### src/rtl/sqr_pkg.sv
// Shared definitions for the iterative squarer: FSM states, default widths,
// the width of the transistor-count bus, and per-cell transistor costs.
// Latency: n/a (declarations only). Backpressure: n/a.
package sqr_pkg;

    localparam int RW_DEF = 5;
    localparam int CW_DEF = 3;
    localparam int NUM_W  = 51;

    typedef enum logic [1:0] {
        IDLE = 2'd0,
        RUN  = 2'd1,
        DONE = 2'd2
    } state_t;

    // Transistor cost of each library cell used by the squarer.
    localparam int T_DFF  = 24;
    localparam int T_FA   = 28;
    localparam int T_HA   = 14;
    localparam int T_MUX2 = 12;
    localparam int T_AND2 = 6;
    localparam int T_XOR2 = 12;
    localparam int T_INV  = 2;

endpackage

### src/rtl/sqr_iter_if.sv
// Operand/result bundle of the squarer; optional residual fields under SQR_RESID_EN.
// Latency: n/a (wires only).
// Backpressure: none; a start is taken only when the block is IDLE or DONE.
interface sqr_iter_if #(parameter int RW = sqr_pkg::RW_DEF);

    logic              i_start;
    logic [RW-1:0]     i_root;
    logic              o_busy;
    logic              o_finish;
    logic [2*RW-1:0]   o_square;
`ifdef SQR_RESID_EN
    logic [2*RW-1:0]   i_radicand;
    logic [2*RW:0]     o_resid;
    logic              o_root_ok;

    modport master (output i_start, i_root, i_radicand,
                    input  o_busy, o_finish, o_square, o_resid, o_root_ok);
    modport slave  (input  i_start, i_root, i_radicand,
                    output o_busy, o_finish, o_square, o_resid, o_root_ok);
`else
    modport master (output i_start, i_root,
                    input  o_busy, o_finish, o_square);
    modport slave  (input  i_start, i_root,
                    output o_busy, o_finish, o_square);
`endif

endinterface

### src/rtl/sqr_add_step.sv
// One shift-add step: acc + (root_q << cnt) when root_q[cnt] is set, else acc.
// Latency: combinational, zero cycles.
// Backpressure: none; the caller decides when to register the result.
module sqr_add_step
    import sqr_pkg::*;
#(
    parameter int RW = RW_DEF,
    parameter int CW = CW_DEF
) (
    input  logic [2*RW-1:0]  acc,
    input  logic [RW-1:0]    root_q,
    input  logic [CW-1:0]    cnt,
    output logic [2*RW-1:0]  acc_next,
    output logic [NUM_W-1:0] number
);

    // Barrel shifter (CW stages of 2*RW muxes), bit-select mux tree,
    // AND gating of the partial product and a ripple adder.
    localparam int STEP_TR = CW * 2 * RW * T_MUX2
                           + (RW - 1) * T_MUX2
                           + 2 * RW * T_AND2
                           + 2 * RW * T_FA;

    logic [2*RW-1:0] shifted;
    logic [2*RW-1:0] addend;

    // Zero-extended partial product, kept only when the current root bit is set.
    always_comb begin
        shifted  = {{RW{1'b0}}, root_q} << cnt;
        addend   = root_q[cnt] ? shifted : '0;
        acc_next = acc + addend;
    end

    assign number = NUM_W'(STEP_TR);

endmodule

### src/rtl/sqr_iter.sv
// Sequential shift-add squarer: 5-bit root in, 10-bit square out; SQR_RESID_EN adds residual check.
// Latency: accept at E0, result and one-cycle o_finish after E5; 6-cycle back-to-back rate.
// Backpressure: i_start ignored while busy; a start during the DONE cycle chains with no gap.
module sqr_iter
    import sqr_pkg::*;
#(
    parameter int RW = RW_DEF,
    parameter int CW = CW_DEF
) (
    input  logic             clk,
    input  logic             rst,
    sqr_iter_if.slave        bus,
    output logic [NUM_W-1:0] number
);

    // State, root, accumulator, counter, busy, finish and square flops,
    // their load muxes, reset gating, counter incrementer and end-count detect.
    localparam int N_FLOP  = 2 + RW + 2 * RW + CW + 2 + 2 * RW;
    localparam int N_LDMUX = RW + 2 * RW + CW + 2 * RW;
    localparam int TOP_TR  = N_FLOP * T_DFF
                           + N_LDMUX * T_MUX2
                           + (N_FLOP + 8) * T_AND2
                           + CW * T_HA
                           + CW * T_XOR2
                           + 2 * T_INV;

    state_t          state;
    logic [RW-1:0]   root_q;
    logic [2*RW-1:0] acc;
    logic [2*RW-1:0] acc_next;
    logic [2*RW-1:0] square_q;
    logic [CW-1:0]   cnt;
    logic            busy_q;
    logic            finish_q;
    logic [NUM_W-1:0] step_number;
    logic            last_step;

    sqr_add_step #(.RW(RW), .CW(CW)) u_step (
        .acc      (acc),
        .root_q   (root_q),
        .cnt      (cnt),
        .acc_next (acc_next),
        .number   (step_number)
    );

    assign last_step = (cnt == CW'(RW - 1));

`ifdef SQR_RESID_EN
    // Radicand latch, residual and ok flops with their muxes and reset gating,
    // a subtractor for the residual and a second one for the <= 2*root test.
    localparam int RES_FLOP = 2 * RW + (2 * RW + 1) + 1;
    localparam int RES_TR   = RES_FLOP * T_DFF
                            + (2 * RW + 2 * RW + 2) * T_MUX2
                            + (RES_FLOP + 1) * T_AND2
                            + 2 * (2 * RW + 1) * T_FA
                            + (2 * RW + 2 * RW + 1) * T_INV;

    logic [2*RW-1:0] rad_q;
    logic [2*RW:0]   resid_q;
    logic [2*RW:0]   resid_next;
    logic [2*RW:0]   twice_root;
    logic            ok_q;
    logic            ok_next;

    // Signed residual of the finished square; ok when it lies in [0, 2*root].
    always_comb begin
        resid_next = {1'b0, rad_q} - {1'b0, acc_next};
        twice_root = (2 * RW + 1)'({root_q, 1'b0});
        ok_next    = ~resid_next[2*RW] && (resid_next <= twice_root);
    end

    assign bus.o_resid   = resid_q;
    assign bus.o_root_ok = ok_q;
    assign number        = step_number + NUM_W'(TOP_TR) + NUM_W'(RES_TR);
`else
    assign number        = step_number + NUM_W'(TOP_TR);
`endif

    // Control FSM and datapath registers; reset overrides everything.
    always_ff @(posedge clk) begin
        if (rst) begin
            state    <= IDLE;
            root_q   <= '0;
            acc      <= '0;
            cnt      <= '0;
            busy_q   <= 1'b0;
            finish_q <= 1'b0;
            square_q <= '0;
`ifdef SQR_RESID_EN
            rad_q    <= '0;
            resid_q  <= '0;
            ok_q     <= 1'b0;
`endif
        end else begin
            finish_q <= 1'b0;
            case (state)
                IDLE, DONE: begin
                    if (bus.i_start) begin
                        root_q <= bus.i_root;
`ifdef SQR_RESID_EN
                        rad_q  <= bus.i_radicand;
`endif
                        acc    <= '0;
                        cnt    <= '0;
                        busy_q <= 1'b1;
                        state  <= RUN;
                    end else begin
                        state  <= IDLE;
                    end
                end
                RUN: begin
                    acc <= acc_next;
                    cnt <= cnt + CW'(1);
                    if (last_step) begin
                        square_q <= acc_next;
                        finish_q <= 1'b1;
                        busy_q   <= 1'b0;
                        state    <= DONE;
`ifdef SQR_RESID_EN
                        resid_q  <= resid_next;
                        ok_q     <= ok_next;
`endif
                    end
                end
                default: state <= IDLE;
            endcase
        end
    end

    assign bus.o_busy   = busy_q;
    assign bus.o_finish = finish_q;
    assign bus.o_square = square_q;

endmodule

### src/flat_wrapper.sv
// flat-port wrapper written by rule: the top's interface ports become plain ports
module sqr_iter_flat import sqr_pkg::*;
#(
    parameter int RW = RW_DEF,
    parameter int CW = CW_DEF
)
  (clk, rst, number, bus_i_start, bus_i_root, bus_o_busy, bus_o_finish, bus_o_square);
  sqr_iter_if #(.RW(RW)) bus_i ();
  input  logic clk;
  input  logic rst;
  output logic [NUM_W-1:0] number;
  input wire logic [$bits(bus_i.i_start)-1:0] bus_i_start;
  input wire logic [$bits(bus_i.i_root)-1:0] bus_i_root;
  output wire logic [$bits(bus_i.o_busy)-1:0] bus_o_busy;
  output wire logic [$bits(bus_i.o_finish)-1:0] bus_o_finish;
  output wire logic [$bits(bus_i.o_square)-1:0] bus_o_square;
  assign bus_i.i_start = bus_i_start;
  assign bus_i.i_root = bus_i_root;
  assign bus_o_busy = bus_i.o_busy;
  assign bus_o_finish = bus_i.o_finish;
  assign bus_o_square = bus_i.o_square;
  sqr_iter #(.RW(RW), .CW(CW)) u_core (.clk(clk), .rst(rst), .bus(bus_i), .number(number));
endmodule
### config.mk
export PLATFORM = sky130hd
export DESIGN_NAME = sqr_iter_flat
export DESIGN_NICKNAME = d
export VERILOG_FILES = /design/src/rtl/sqr_pkg.sv /design/src/rtl/sqr_iter_if.sv /design/src/rtl/sqr_add_step.sv /design/src/rtl/sqr_iter.sv /design/src/flat_wrapper.sv
export SDC_FILE = /design/constraint.sdc
export NUM_CORES = 1
export LEC_CHECK = 0
export BUFFER_PORTS_ARGS = -buffer_cell sky130_fd_sc_hd__buf_4
export CAP_MARGIN = 30
export CELL_PAD_IN_SITES_DETAIL_PLACEMENT = 0
export CELL_PAD_IN_SITES_GLOBAL_PLACEMENT = 2
export CORE_UTILIZATION = 30
export CTS_BUF_LIST = sky130_fd_sc_hd__clkbuf_8
export CTS_CLUSTER_SIZE = 40
export DETAILED_ROUTE_END_ITERATION = 10
export GPL_TIMING_DRIVEN = 0
export PLACE_DENSITY_LB_ADDON = 0.12
export SYNTH_ARGS = -nofsm -noshare
export SYNTH_HDL_FRONTEND = slang
export SYNTH_SLANG_ARGS = --single-unit
export TNS_END_PERCENT = 1
### constraint.sdc
create_clock -name clk -period 3.34 [get_ports clk]
set_clock_uncertainty 0.05 [all_clocks]
set_input_delay 0.167 -clock clk [delete_from_list [all_inputs] [get_ports clk]]
set_output_delay 0.167 -clock clk [all_outputs]
set_load 0.05 [all_outputs]
Word level (Yosys, flattened, before mapping)
Index checks and enable logic that the tools add are counted.
{ "totals": {"in_bits": 8, "register_bits": 32, "elab_cells": 39, "out_inout_bits": 63} }
{ "classes": {"shift": 1, "magnitude_cmp": 1, "n_bitwise": 1, "eq_ne": 5, "n_reduce_logical": 8, "n_addsub": 2, "mux": 14} }
{ "ops": {"columns": ["operator", "n"], "rows": [
  ["10-bit two-way mux", 2],
  ["10-bit case mux with 2 select lines", 1],
  ["10-bit adder", 1],
  ["5-bit by 3-bit << shifter with 10-bit output", 1],
  ["3-bit case mux with 2 select lines", 1],
  ["2-bit AND reduction", 3],
  ["1-bit two-way mux", 5],
  ["3-bit by 4-bit < comparator with 1-bit output, second input constant", 1],
  ["2-bit case mux with 2 select lines", 1],
  ["2-bit OR reduction", 2],
  ["3-bit by 1-bit adder with 3-bit output, second input constant", 1],
  ["1-bit binary-select mux with 3-bit select", 1],
  ["3-bit == test, second input constant", 1],
  ["3-bit two-way mux", 1],
  ["3-bit AND reduction", 1],
  ["2-bit by 1-bit == test with 1-bit output, second input constant", 1],
  ["2-bit == test, second input constant", 1],
  ["2-bit zero test", 1],
  ["2-bit two-way mux", 1],
  ["2-bit by 1-bit != test with 1-bit output, second input constant", 1],
  ["2-bit != test, second input constant", 1],
  ["1-bit case mux with 2 select lines", 1],
  ["2-bit nonzero test", 1],
  ["1-bit NOT", 1]
]} }

Depth between registers and ports, before layout
Gate-level depths: netlist of the first run.
{ "logic_depth": {"ltp_word": 5, "depth_mapped": 12, "depth_no_buf": 11} }

Modules after synthesis
A second synthesis of the first run with hierarchy kept.
{ "hier_totals": {"cells_unflattened": 406, "hier_area_um2": 3203.1} }
{ "by_module_without_submodules": {"columns": ["mod", "n_inst", "cells_each", "seq_area_each_um2", "area_each_um2"], "rows": [
  ["sqr_iter", 1, 261, 640.6, 2138.3],
  ["sqr_add_step", 1, 145, 0.0, 1064.8]
]} }

Worst setup path after synthesis of the first run
OpenSTA, ideal clock, no wires.
{ "synth_timing": {"kind": "reg2reg", "from": "register u_core.cnt[0]", "to": "register u_core.square_q[7] (netlist: u_core.bus.o_square[7])", "arrival_time_ns": 2.564, "synth_period_minus_slack_ns": 2.732, "setup_ns": 0.117, "path_stages_with_launch": 13, "n_path_buf": 1, "slack_ns": 0.608, "required_time_ns": 3.173, "cell_sequence": "dfxtp_1 buf_2 mux2_2 nor2_1 a211oi_1 a31oi_1 nor2_1 ha_1 a21oi_1 and2_1 a21oi_1 or3_1 a32o_1"} }
{ "synth_between": {"elab_chain_cells": 4, "elab_cells_between_ends": 7, "cone_classes": "add/sub (1); eq/ne (1); shift (1); mux (3); reduce/logical (1)"} }
{ "synth_lines": {"columns": ["element", "line_no", "text"], "rows": [
  ["start: declaration", "sqr_iter.sv:32", "logic [CW-1:0] cnt;"],
  ["start signal: assignment", "sqr_iter.sv:113", "cnt <= cnt + CW'(1);"],
  ["1-bit binary-select mux with 3-bit select", "sqr_add_step.sv:30", "addend = root_q[cnt] ? shifted : '0;"],
  ["1-bit two-way mux (not written as such)", "sqr_add_step.sv:30", null],
  ["10-bit two-way mux", "sqr_add_step.sv:30", null],
  ["10-bit adder", "sqr_add_step.sv:31", "acc_next = acc + addend;"],
  ["end signal: assignment", "sqr_iter.sv:115", "square_q <= acc_next;"],
  ["end: declaration", "sqr_iter.sv:31", "logic [2*RW-1:0] square_q;"]
]} }
Parallel ways exist; a longest one is shown, timed or not. The select of a mux whose other input is x is not followed.
A chain may end at the register's enable or synchronous reset.

Worst setup path after layout of the first run
{ "layout_timing": {"from": "register u_core.cnt[0]", "to": "register u_core.square_q[9] (netlist: u_core.bus.o_square[9])"} }
The elaborated chain is that of the path after synthesis.

==> results of run 1 <==
==> sequential cells by signal, summed over array words and instances (netlist names) <==
signal and cells:
u_core.bus.o_square 10, u_core.cnt 3, u_core.acc 10, u_core.bus.o_busy 1, u_core.state 2, u_core.bus.o_finish 1, u_core.root_q 5
==> stage by stage <==
stage,instances,setup WS (ns)
2_1_floorplan,317,0.608
3_3_place_gp,432,0.251
3_5_place_dp,432,0.276
4_1_cts,440,0.240
5_1_grt,440,0.00847
6_report,440,0.228
==> Yosys cell counts (3+ instances only) <==
| library cell | count |
|---|---|
| xnor2_1 | 3 |
| a31oi_1 | 3 |
| nor2b_1 | 3 |
| inv_1 | 8 |
| and3_1 | 3 |
| a32o_1 | 4 |
| nor2_1 | 24 |
| a211oi_1 | 3 |
| a22o_1 | 6 |
| o21a_1 | 3 |
| o21ai_0 | 7 |
| a21oi_1 | 21 |
| a22oi_1 | 7 |
| dfxtp_1 | 32 |
| nor3_1 | 4 |
| or3_1 | 7 |
| nand2_1 | 21 |
| clkbuf_1 | 10 |
| buf_4 | 51 |
| nand2b_1 | 3 |
| ha_1 | 11 |
| mux2i_1 | 7 |
==> critical path: stages, from the launching register on <==
cell and delay, ns:
dfxtp_1 0.37, buf_2 0.26, mux2_2 0.38, nor2_1 0.10, a211oi_1 0.06, a31oi_1 0.18, nor2_1 0.07, ha_1 0.38
nand3_1 0.12, and2_1 0.18, a211oi_1 0.43, o21ai_0 0.17, a32o_1 0.27
==> placed cells by master, fill, tap and decap left out, types with 3 or more instances in the layout <==
cell	count
nor2b_1	3
nand2_1	21
ha_1	11
a31oi_1	3
inv_1	10
nor2_1	24
or3_1	7
mux2i_1	7
a22oi_1	7
o21a_1	3
and3_1	3
clkbuf_8	6
nor3_1	4
buf_4	70
conb_1	51
a22o_1	6
a21oi_1	21
nand2b_1	3
xnor2_1	3
clkbuf_1	10
a32o_1	4
o21ai_0	7
a211oi_1	3
dfxtp_1	32
==> how the worst max path moves through the flow <==
stage | startpoint | endpoint | slack, ns | cells past startpoint
floorplan | u_core.cnt[0] | u_core.bus.o_square[7] | 0.61 | 12
global placement | u_core.cnt[0] | u_core.bus.o_square[9] | 0.25 | 12
finish | u_core.cnt[0] | u_core.bus.o_square[9] | 0.23 | 12
global route | u_core.cnt[0] | u_core.bus.o_square[9] | 0.008 | 12
CTS | u_core.cnt[0] | u_core.bus.o_square[9] | 0.24 | 12
detailed placement | u_core.cnt[0] | u_core.bus.o_square[9] | 0.28 | 12
==> where the power goes <==
part           switching [mW]  leakage [nW]  total [mW]  internal [mW]
combinational           0.191         0.986       0.266         0.0746
sequential            0.00865         0.259       0.398          0.390
clock                   0.144        0.0538       0.306          0.162
==> cell families (layout without fill, tap and decap cells) <==
logic type | after synthesis | in the layout | share of synthesized area, %
xor+xnor | 3 | 3 | 1.19
buf+inv | 71 | 98 | 20.9
simple gates | 77 | 77 | 17.3
fa+ha+maj | 12 | 12 | 7.16
mux | 10 | 10 | 5.23
other cells | 2 | 51 | 0.341
compound gates | 61 | 61 | 18.7
flops | 32 | 32 | 29.1
==> cell type report <==
type / instances / area, um2 / area share [%]
inverter: 8 / 30.0 / 1.10
tap: 96 / 120 / 4.39
multi-input combinational: 214 / 1280 / 46.9
clock inverter: 2 / 7.51 / 0.274
timing repair buffer: 19 / 143 / 5.21
buffer: 63 / 430 / 15.7
clock buffer: 6 / 82.6 / 3.02
sequential: 32 / 641 / 23.4
==> metal layers <==
| layer | track usage [%] | up-vias | routed length (um) |
|---|---|---|---|
| li1 | - | 983 | - |
| met1 | 18.0 | 801 | 2510 |
| met2 | 20.5 | 50 | 2200 |
| met3 | 3.11 | 7 | 175 |
| met4 | 5.37 | 0 | 87 |
| met5 | 0 | - | 0 |
==> metrics.csv, run 1 <==
metric,value,unit
cts_buffer_depth,2,
slew_headroom,56.9,%
power.total,0.970,mW
min_to,u_core.root_q[3],
hold_violations,0,
htreeDepth,2,
yosys-top-cells-area,"dfxtp_1, buf_4, ha_1, a21oi_1, nor2_1",
drc_errors,0,
synthFlopType,dfxtp_1,
setup_viol,0,
hold_start,bus_i_root[3],
synth_top_area_share,29.1,%
areaGrowthSynthToFinish,24.4,%
crit_type,reg2reg,
grt_util_all_layers,13.3,%
antenna_found_initial,0,
insertion_delay,0.29,ns
grt_max_degree,11,
place_area,2650,um2
synth_edf_count,0,
cts-root-buf,clkbuf_8,
critPathMaxFanout,10,
synth_seq_cells,32,
via_count,1841,
status,"complete, no violations",
ys_types,41,
dr.pass1.iters,4,
timing.rr.start,u_core.cnt[0],
rsz0062_at_grt,no,
min_path_cells,3,
syn_area_per_cell,8.22,um2
hold_path_class,in2reg,
cts_sinks,32,
cp-start-kind,flip-flop,
r2r_cells,12,
drv_cap,0,
finalInstanceArea,2740,um2
io_pins,71,
routedWlPerCell,11.3,um
cts_tree,done,
r2r_slack,0.23,ns
required,3.47,ns
drive_gt1_share,24.1,%
cp-end-kind,flip-flop,
period_needed,3.11,ns
num_rows,30,
n_fill_cell,722,
final_core_util,39.4,%
tns,0,ns
diodes,0,
max_freq,321,MHz
grt_pass1_wl,7600,um
ctsHoldBuffers,0,
ys_warn_count,0,
timing.hold.ws,0.0713,ns
drt_iter0_drc,93,
postCtsSetupBuffers,0,
grt_pass1_vias,1498,
synth_cells,268,
synth-async-reset-ratio,0,%
die_y,87.7,um
portBuffers,19,
clk_pin_slew,0.06,ns
via_per_inst,4.18,
slew_violations,0,
fin_crit_sh,93.2,%
critPathArrivalTime,3.25,ns
vdd_drop_max,139,uV
antenna_left,0,
tightest_slew,0.647,ns
reg2reg_to,u_core.bus.o_square[9],
core_region_area,6940,um2
ys_seq_area_share,29.1,%
die_w,87.7,um
p_leak,1.30,nW
hpwl,3760,um
nets,363,
globalplace.congestion,0.788,
die_area,7690,um2
grt-ovfl-total,0,
initial_core_util,31.7,%
synth_area_leader_cell,dfxtp_1,
cts_buffers,5,
wl,4970,um
powerDensity,354,nW/um2
ctsResizeCount,0,
syn_area,2200,um2
Power figures use the tool's default switching activity.
==> run 2, diff against run 1 <==
--- a/config.mk
+++ b/config.mk
@@ -9,7 +9,7 @@
 export CAP_MARGIN = 30
 export CELL_PAD_IN_SITES_DETAIL_PLACEMENT = 0
 export CELL_PAD_IN_SITES_GLOBAL_PLACEMENT = 2
-export CORE_UTILIZATION = 30
+export CORE_UTILIZATION = 32
 export CTS_BUF_LIST = sky130_fd_sc_hd__clkbuf_8
 export CTS_CLUSTER_SIZE = 40
 export DETAILED_ROUTE_END_ITERATION = 10
@@ -17,5 +17,6 @@
 export PLACE_DENSITY_LB_ADDON = 0.12
 export SYNTH_ARGS = -nofsm -noshare
 export SYNTH_HDL_FRONTEND = slang
+export SYNTH_HIERARCHICAL = 1
 export SYNTH_SLANG_ARGS = --single-unit
 export TNS_END_PERCENT = 1
==> metrics.csv, run 2 <==
metric,value,unit
crit_type,reg2reg,
crit_chain,buf_6 > buf_2 > nor4b_1 > ha_1 > inv_1 > fa_1 > nand2b_1 > a21oi_1 > a221oi_2 > xnor2_1 > a22oi_1 > nor2_1,
diodes,0,
routedWlPerCell,12.0,um
syn_area,3200,um2
tightest_slew,0.554,ns
setup_viol,0,
r2r_slack,0.25,ns
power.total,1.06,mW
yosysMostFrequentCell,buf_4,
cts_buffers,5,
initial_core_util,32.9,%
max_freq,324,MHz
r2r_cells,12,
cts_buffer_depth,2,
finalInstanceArea,3770,um2
mostFrequentLayoutCell,buf_4,
via_per_inst,4.49,
required,3.50,ns
grt_max_degree,11,
io_pins,71,
slew_violations,0,
grt-ovfl-total,0,
yosys-top-cells-area,"dfxtp_1, xnor2_1, buf_4, ha_1, nand2_1",
ctsResizeCount,0,
synth_cells,406,
grt_pass1_wl,11800,um
core_region_area,9730,um2
cts_sinks,32,
min_path_cells,3,
ys_types,56,
synth-async-reset-ratio,0,%
via_count,2755,
cp.depth,12,
final_core_util,38.8,%
hpwl,5860,um
critPathMaxFanout,10,
die_y,102,um
hold_path_class,in2reg,
globalplace.congestion,0.882,
nets,502,
postCtsSetupBuffers,0,
tns,0,ns
cts_tree,done,
grt_pass1_vias,2491,
cp-start-kind,flip-flop,
rsz0062_at_grt,no,
num_rows,36,
crit_start,u_core/cnt[0],
synthFlopType,dfxtp_1,
cp-end-kind,flip-flop,
htreeDepth,2,
slowest_stage,nor4b_1,
syn_area_per_cell,7.89,um2
synth_top_area_share,20.0,%
p_leak,1.60,nW
drc_errors,0,
die_w,102,um
areaGrowthSynthToFinish,17.8,%
endpoint,u_core/acc[8],
status,"complete, no violations",
slew_headroom,63.1,%
grt_util_all_layers,14.4,%
synth_seq_cells,32,
antenna_found_initial,0,
ys_seq_area_share,20.0,%
period_needed,3.09,ns
crit_family,simple AND/OR/NAND/NOR gates,
place_area,3700,um2
hold_violations,0,
layout_common_cells,"buf_4, conb_1, xnor2_1",
timing.hold.ws,0.0824,ns
drt_iter0_drc,53,
wl,7360,um
ctsHoldBuffers,0,
drv_cap,0,
fin_crit_sh,92.4,%
reg2reg_to,u_core/acc[8],
portBuffers,19,
critPathArrivalTime,3.24,ns
powerDensity,282,nW/um2
synth_area_leader_cell,dfxtp_1,
die_area,10400,um2
vdd_drop_max,141,uV
dr.pass1.iters,4,
synth_edf_count,0,
clk_pin_slew,0.07,ns
crit_buf_inv,3,
drive_gt1_share,20.6,%
ys_warn_count,6,
timing.rr.start,u_core/cnt[0],
synthTopCellsByCount,"buf_4, xnor2_1, nand2_1",
antenna_left,0,
insertion_delay,0.28,ns
cts-root-buf,clkbuf_8,
critPathMaxStageDelay,0.52,ns
[run 2: power by group]
part	total (mW)	switching (mW)	internal [mW]	leakage [nW]
registers	0.398	0.00805	0.390	0.259
logic	0.391	0.281	0.110	1.29
clock network	0.275	0.136	0.138	0.0452
total	1.06	0.425	0.638	1.60
[run 2: tightest hold or removal path, cell delays in order]
cell and delay [ns]:
buf_4 0.11, nand2_1 0.04, a21oi_1 0.05
[run 2: cells by family after synthesis]
kind of cell	Yosys count	synth area share, %
muxes	11	4.06
other	2	0.234
AOI/OAI and AO/OA	65	14.9
adders and majority gates	13	5.31
and+or+nand+nor	151	24.9
DFF	32	20.0
buffers and inverters	76	15.3
xor gates and xnor gates	56	15.3
[run 2: worst min path at each step]
stage	end	slack, ns	from
2_1_floorplan	u_core/root_q[4]	0.25	bus_i_root[4]
3_3_place_gp	u_core/root_q[3]	0.37	bus_i_root[3]
3_5_place_dp	u_core/root_q[1]	0.37	bus_i_root[1]
4_1_cts	u_core/root_q[1]	0.07	bus_i_root[1]
5_1_grt	u_core/root_q[3]	0.08	bus_i_root[3]
6_report	u_core/root_q[1]	0.08	bus_i_root[1]
[run 2: area by class of cell]
cell class | instances | area [um2]
Multi-Input combinational cell | 347 | 2260
Tap cell | 133 | 166
Timing Repair Buffer | 19 | 143
Buffer | 65 | 448
Clock buffer | 5 | 68.8
Fill cell | 1057 | 5960
Inverter | 11 | 41.3
Clock inverter | 2 | 8.76
Sequential cell | 32 | 641
[run 2: per-stage QoR]
step | setup WS [ns] | instances
CTS | 0.225 | 614
global placement | 0.206 | 607
global route | 0.111 | 614
floorplan | 0.597 | 455
detailed placement | 0.252 | 607
finish | 0.255 | 614
[run 2: routing by layer]
metal / vias up / routed length, um / track usage [%]
li1: 1472 / - / -
met1: 1233 / 3350 / 17.3
met2: 48 / 3690 / 26.3
met3: 2 / 280 / 2.74
met4: 0 / 39 / 3.30
met5: - / 0 / 0
==> run 3, diff against run 2 <==
--- a/config.mk
+++ b/config.mk
@@ -5,16 +5,18 @@
 export SDC_FILE = /design/constraint.sdc
 export NUM_CORES = 1
 export LEC_CHECK = 0
+export ABC_AREA = 1
 export BUFFER_PORTS_ARGS = -buffer_cell sky130_fd_sc_hd__buf_4
 export CAP_MARGIN = 30
 export CELL_PAD_IN_SITES_DETAIL_PLACEMENT = 0
 export CELL_PAD_IN_SITES_GLOBAL_PLACEMENT = 2
-export CORE_UTILIZATION = 32
+export CORE_UTILIZATION = 27
 export CTS_BUF_LIST = sky130_fd_sc_hd__clkbuf_8
 export CTS_CLUSTER_SIZE = 40
 export DETAILED_ROUTE_END_ITERATION = 10
 export GPL_TIMING_DRIVEN = 0
 export PLACE_DENSITY_LB_ADDON = 0.12
+export SLEW_MARGIN = 20
 export SYNTH_ARGS = -nofsm -noshare
 export SYNTH_HDL_FRONTEND = slang
 export SYNTH_HIERARCHICAL = 1
==> constraint.sdc (replaced) <==
create_clock -name clk -period 2.5 [get_ports clk]
set_clock_uncertainty 0.05 [all_clocks]
set_input_delay 0.125 -clock clk [delete_from_list [all_inputs] [get_ports clk]]
set_output_delay 0.125 -clock clk [all_outputs]
set_load 0.05 [all_outputs]
==> metrics.csv, run 3 <==
metric,value,unit
status,"complete, no violations",
drv_cap,0,
insertion_delay,0.30,ns
grt-ovfl-total,0,
synth_edf_count,0,
io_pins,71,
min_path_cells,3,
cp-start-kind,flip-flop,
synth_seq_cells,32,
portBuffers,19,
cts_buffer_depth,2,
via_count,4211,
powerDensity,367,nW/um2
nets,812,
slew_headroom,58.4,%
cts_sinks,32,
num_rows,44,
critPathArrivalTime,2.46,ns
syn_area,4020,um2
pwr-share-comb,37.8,%
p_int,1.06,mW
synth_top_area_share,24.5,%
wl,12200,um
syn_area_per_cell,5.62,um2
synth_area_leader_cell,nand2_1,
setup_viol,0,
required,2.68,ns
hold_violations,0,
postCtsSetupBuffers,0,
grt_pass1_wl,19500,um
p_leak,2.33,nW
die_w,124,um
period_needed,2.28,ns
switchingPower,0.720,mW
sequentialPowerShare,30.6,%
mostFrequentLayoutCell,nand2_1,
reg2reg_to,u_core/acc[6],
max_freq,438,MHz
core_region_area,14500,um2
htreeDepth,2,
drt_iter0_drc,125,
die_area,15400,um2
ys_types,36,
grt_max_degree,11,
grt_pass1_vias,4051,
drc_errors,0,
clk_pin_slew,0.07,ns
r2r_cells,15,
synthFlopType,dfxtp_1,
clkPwrFrac,31.6,%
cts_buffers,5,
min_to,u_core/root_q[3],
power.total,1.78,mW
cts_tree,done,
antenna_left,0,
initial_core_util,27.6,%
tightest_slew,0.624,ns
synthTopCellsByCount,"nand2_1, nor2_1, inv_1",
switching_share,40.6,%
drive_gt1_share,16.5,%
globalplace.congestion,0.780,
n_fill_cell,1688,
layout_common_cells,"nand2_1, nor2_1, inv_1",
timing.rr.start,u_core/cnt[2],
ys_warn_count,6,
hold_start,bus_i_root[3],
hpwl,10400,um
routedWlPerCell,12.5,um
yosys-top-cells-area,"nand2_1, dfxtp_1, buf_4, nor2_1, nand3_1",
antenna_found_initial,0,
diodes,0,
critPathMaxFanout,9,
yosysMostFrequentCell,nand2_1,
fin_crit_sh,91.3,%
cp-end-kind,flip-flop,
synth-async-reset-ratio,0,%
r2r_slack,0.22,ns
dr.pass1.iters,4,
slew_violations,0,
vdd_drop_max,155,uV
hold_path_class,in2reg,
via_per_inst,4.31,
grt_util_all_layers,16.5,%
crit_type,reg2reg,
synth_cells,715,
cts-root-buf,clkbuf_8,
final_core_util,33.3,%
ys_seq_area_share,16.0,%
areaGrowthSynthToFinish,20.5,%
die_y,124,um
[run 3: kinds of logic after synthesis]
group	Yosys count	synth area share, %
adder cells (fa/ha/maj)	13	4.24
AND/OR/NAND/NOR	456	48.7
XOR/XNOR	30	6.54
flip-flops	32	16.0
other	2	0.187
AO/OA/AOI/OAI	37	5.73
buffers and inverters	145	18.6
[run 3: critical path: stages (launching register included)]
cell,delay (ns)
dfxtp_1,0.39
clkbuf_4,0.24
nor2_2,0.07
nand2_2,0.08
nand2_4,0.06
o211ai_1,0.09
inv_1,0.11
ha_4,0.31
nand2_1,0.10
o21ai_4,0.21
nand2_1,0.10
nand2_1,0.07
nand2_1,0.04
nand2_1,0.09
nand2_1,0.06
a21oi_1,0.14
[run 3: cell type report]
class	count	area, um2	area share, %
multi-input cells	587	2930	60.6
clock buffers	7	96.3	1.99
well taps	184	230	4.76
inverters	83	314	6.49
plain buffers	62	440	9.11
clock inverters	1	30.0	0.621
flip-flops and latches	32	643	13.3
repair buffers	20	153	3.16
[run 3: worst max-delay path by stage]
| stage | start | end | slack (ns) | depth (start not counted) |
|---|---|---|---|---|
| global placement | u_core/cnt[0] | u_core/acc[6] | -0.09 | 14 |
| floorplan | u_core/cnt[0] | u_core/acc[8] | 0.37 | 14 |
| global route | u_core/cnt[0] | u_core/acc[9] | -0.0002 | 18 |
| detailed placement | u_core/cnt[0] | u_core/acc[6] | -0.07 | 14 |
| CTS | u_core/cnt[0] | u_core/acc[6] | 0.01 | 14 |
| finish | u_core/cnt[2] | u_core/acc[6] | 0.22 | 15 |
[run 3: metrics by stage]
stage / hold WS, ns / setup slack, ns / TNS (ns) / area (um2) / std cells
detailed placement: 0.303 / -0.0665 / -0.166 / 4570 / 967
global route: 0.0415 / -0.000196 / -0.000196 / 4840 / 976
global placement: 0.308 / -0.0880 / -0.235 / 4570 / 967
floorplan: 0.144 / 0.373 / 0 / 4200 / 764
finish: 0.0405 / 0.218 / 0 / 4840 / 976
CTS: 0.0389 / 0.0105 / 0 / 4710 / 976
[run 3: per-layer routing]
metal	GRT usage (%)	part of all wire (%)
met5	0	0
met4	4.32	1.3
met3	2.29	4.2
met2	31.8	52
met1	18.9	42
[run 3: power groups by stage]
stage / sequential, mW / clock, mW / combinational (mW)
finish: 0.543 / 0.561 / 0.672
floorplan: 0.565 / 0 / 0.540
global route: 0.545 / 0.599 / 0.735
detailed placement: 0.553 / 0 / 0.615
global placement: 0.553 / 0 / 0.614
CTS: 0.542 / 0.580 / 0.616
[run 3: timing repair]
action | CTS | global route
gates resized for setup | 1 | 25
pin swaps | 0 | 3
setup endpoints to repair | 4 | 13
endpoints found under the hold margin | 3 | 0
hold buffers | 1 | 0
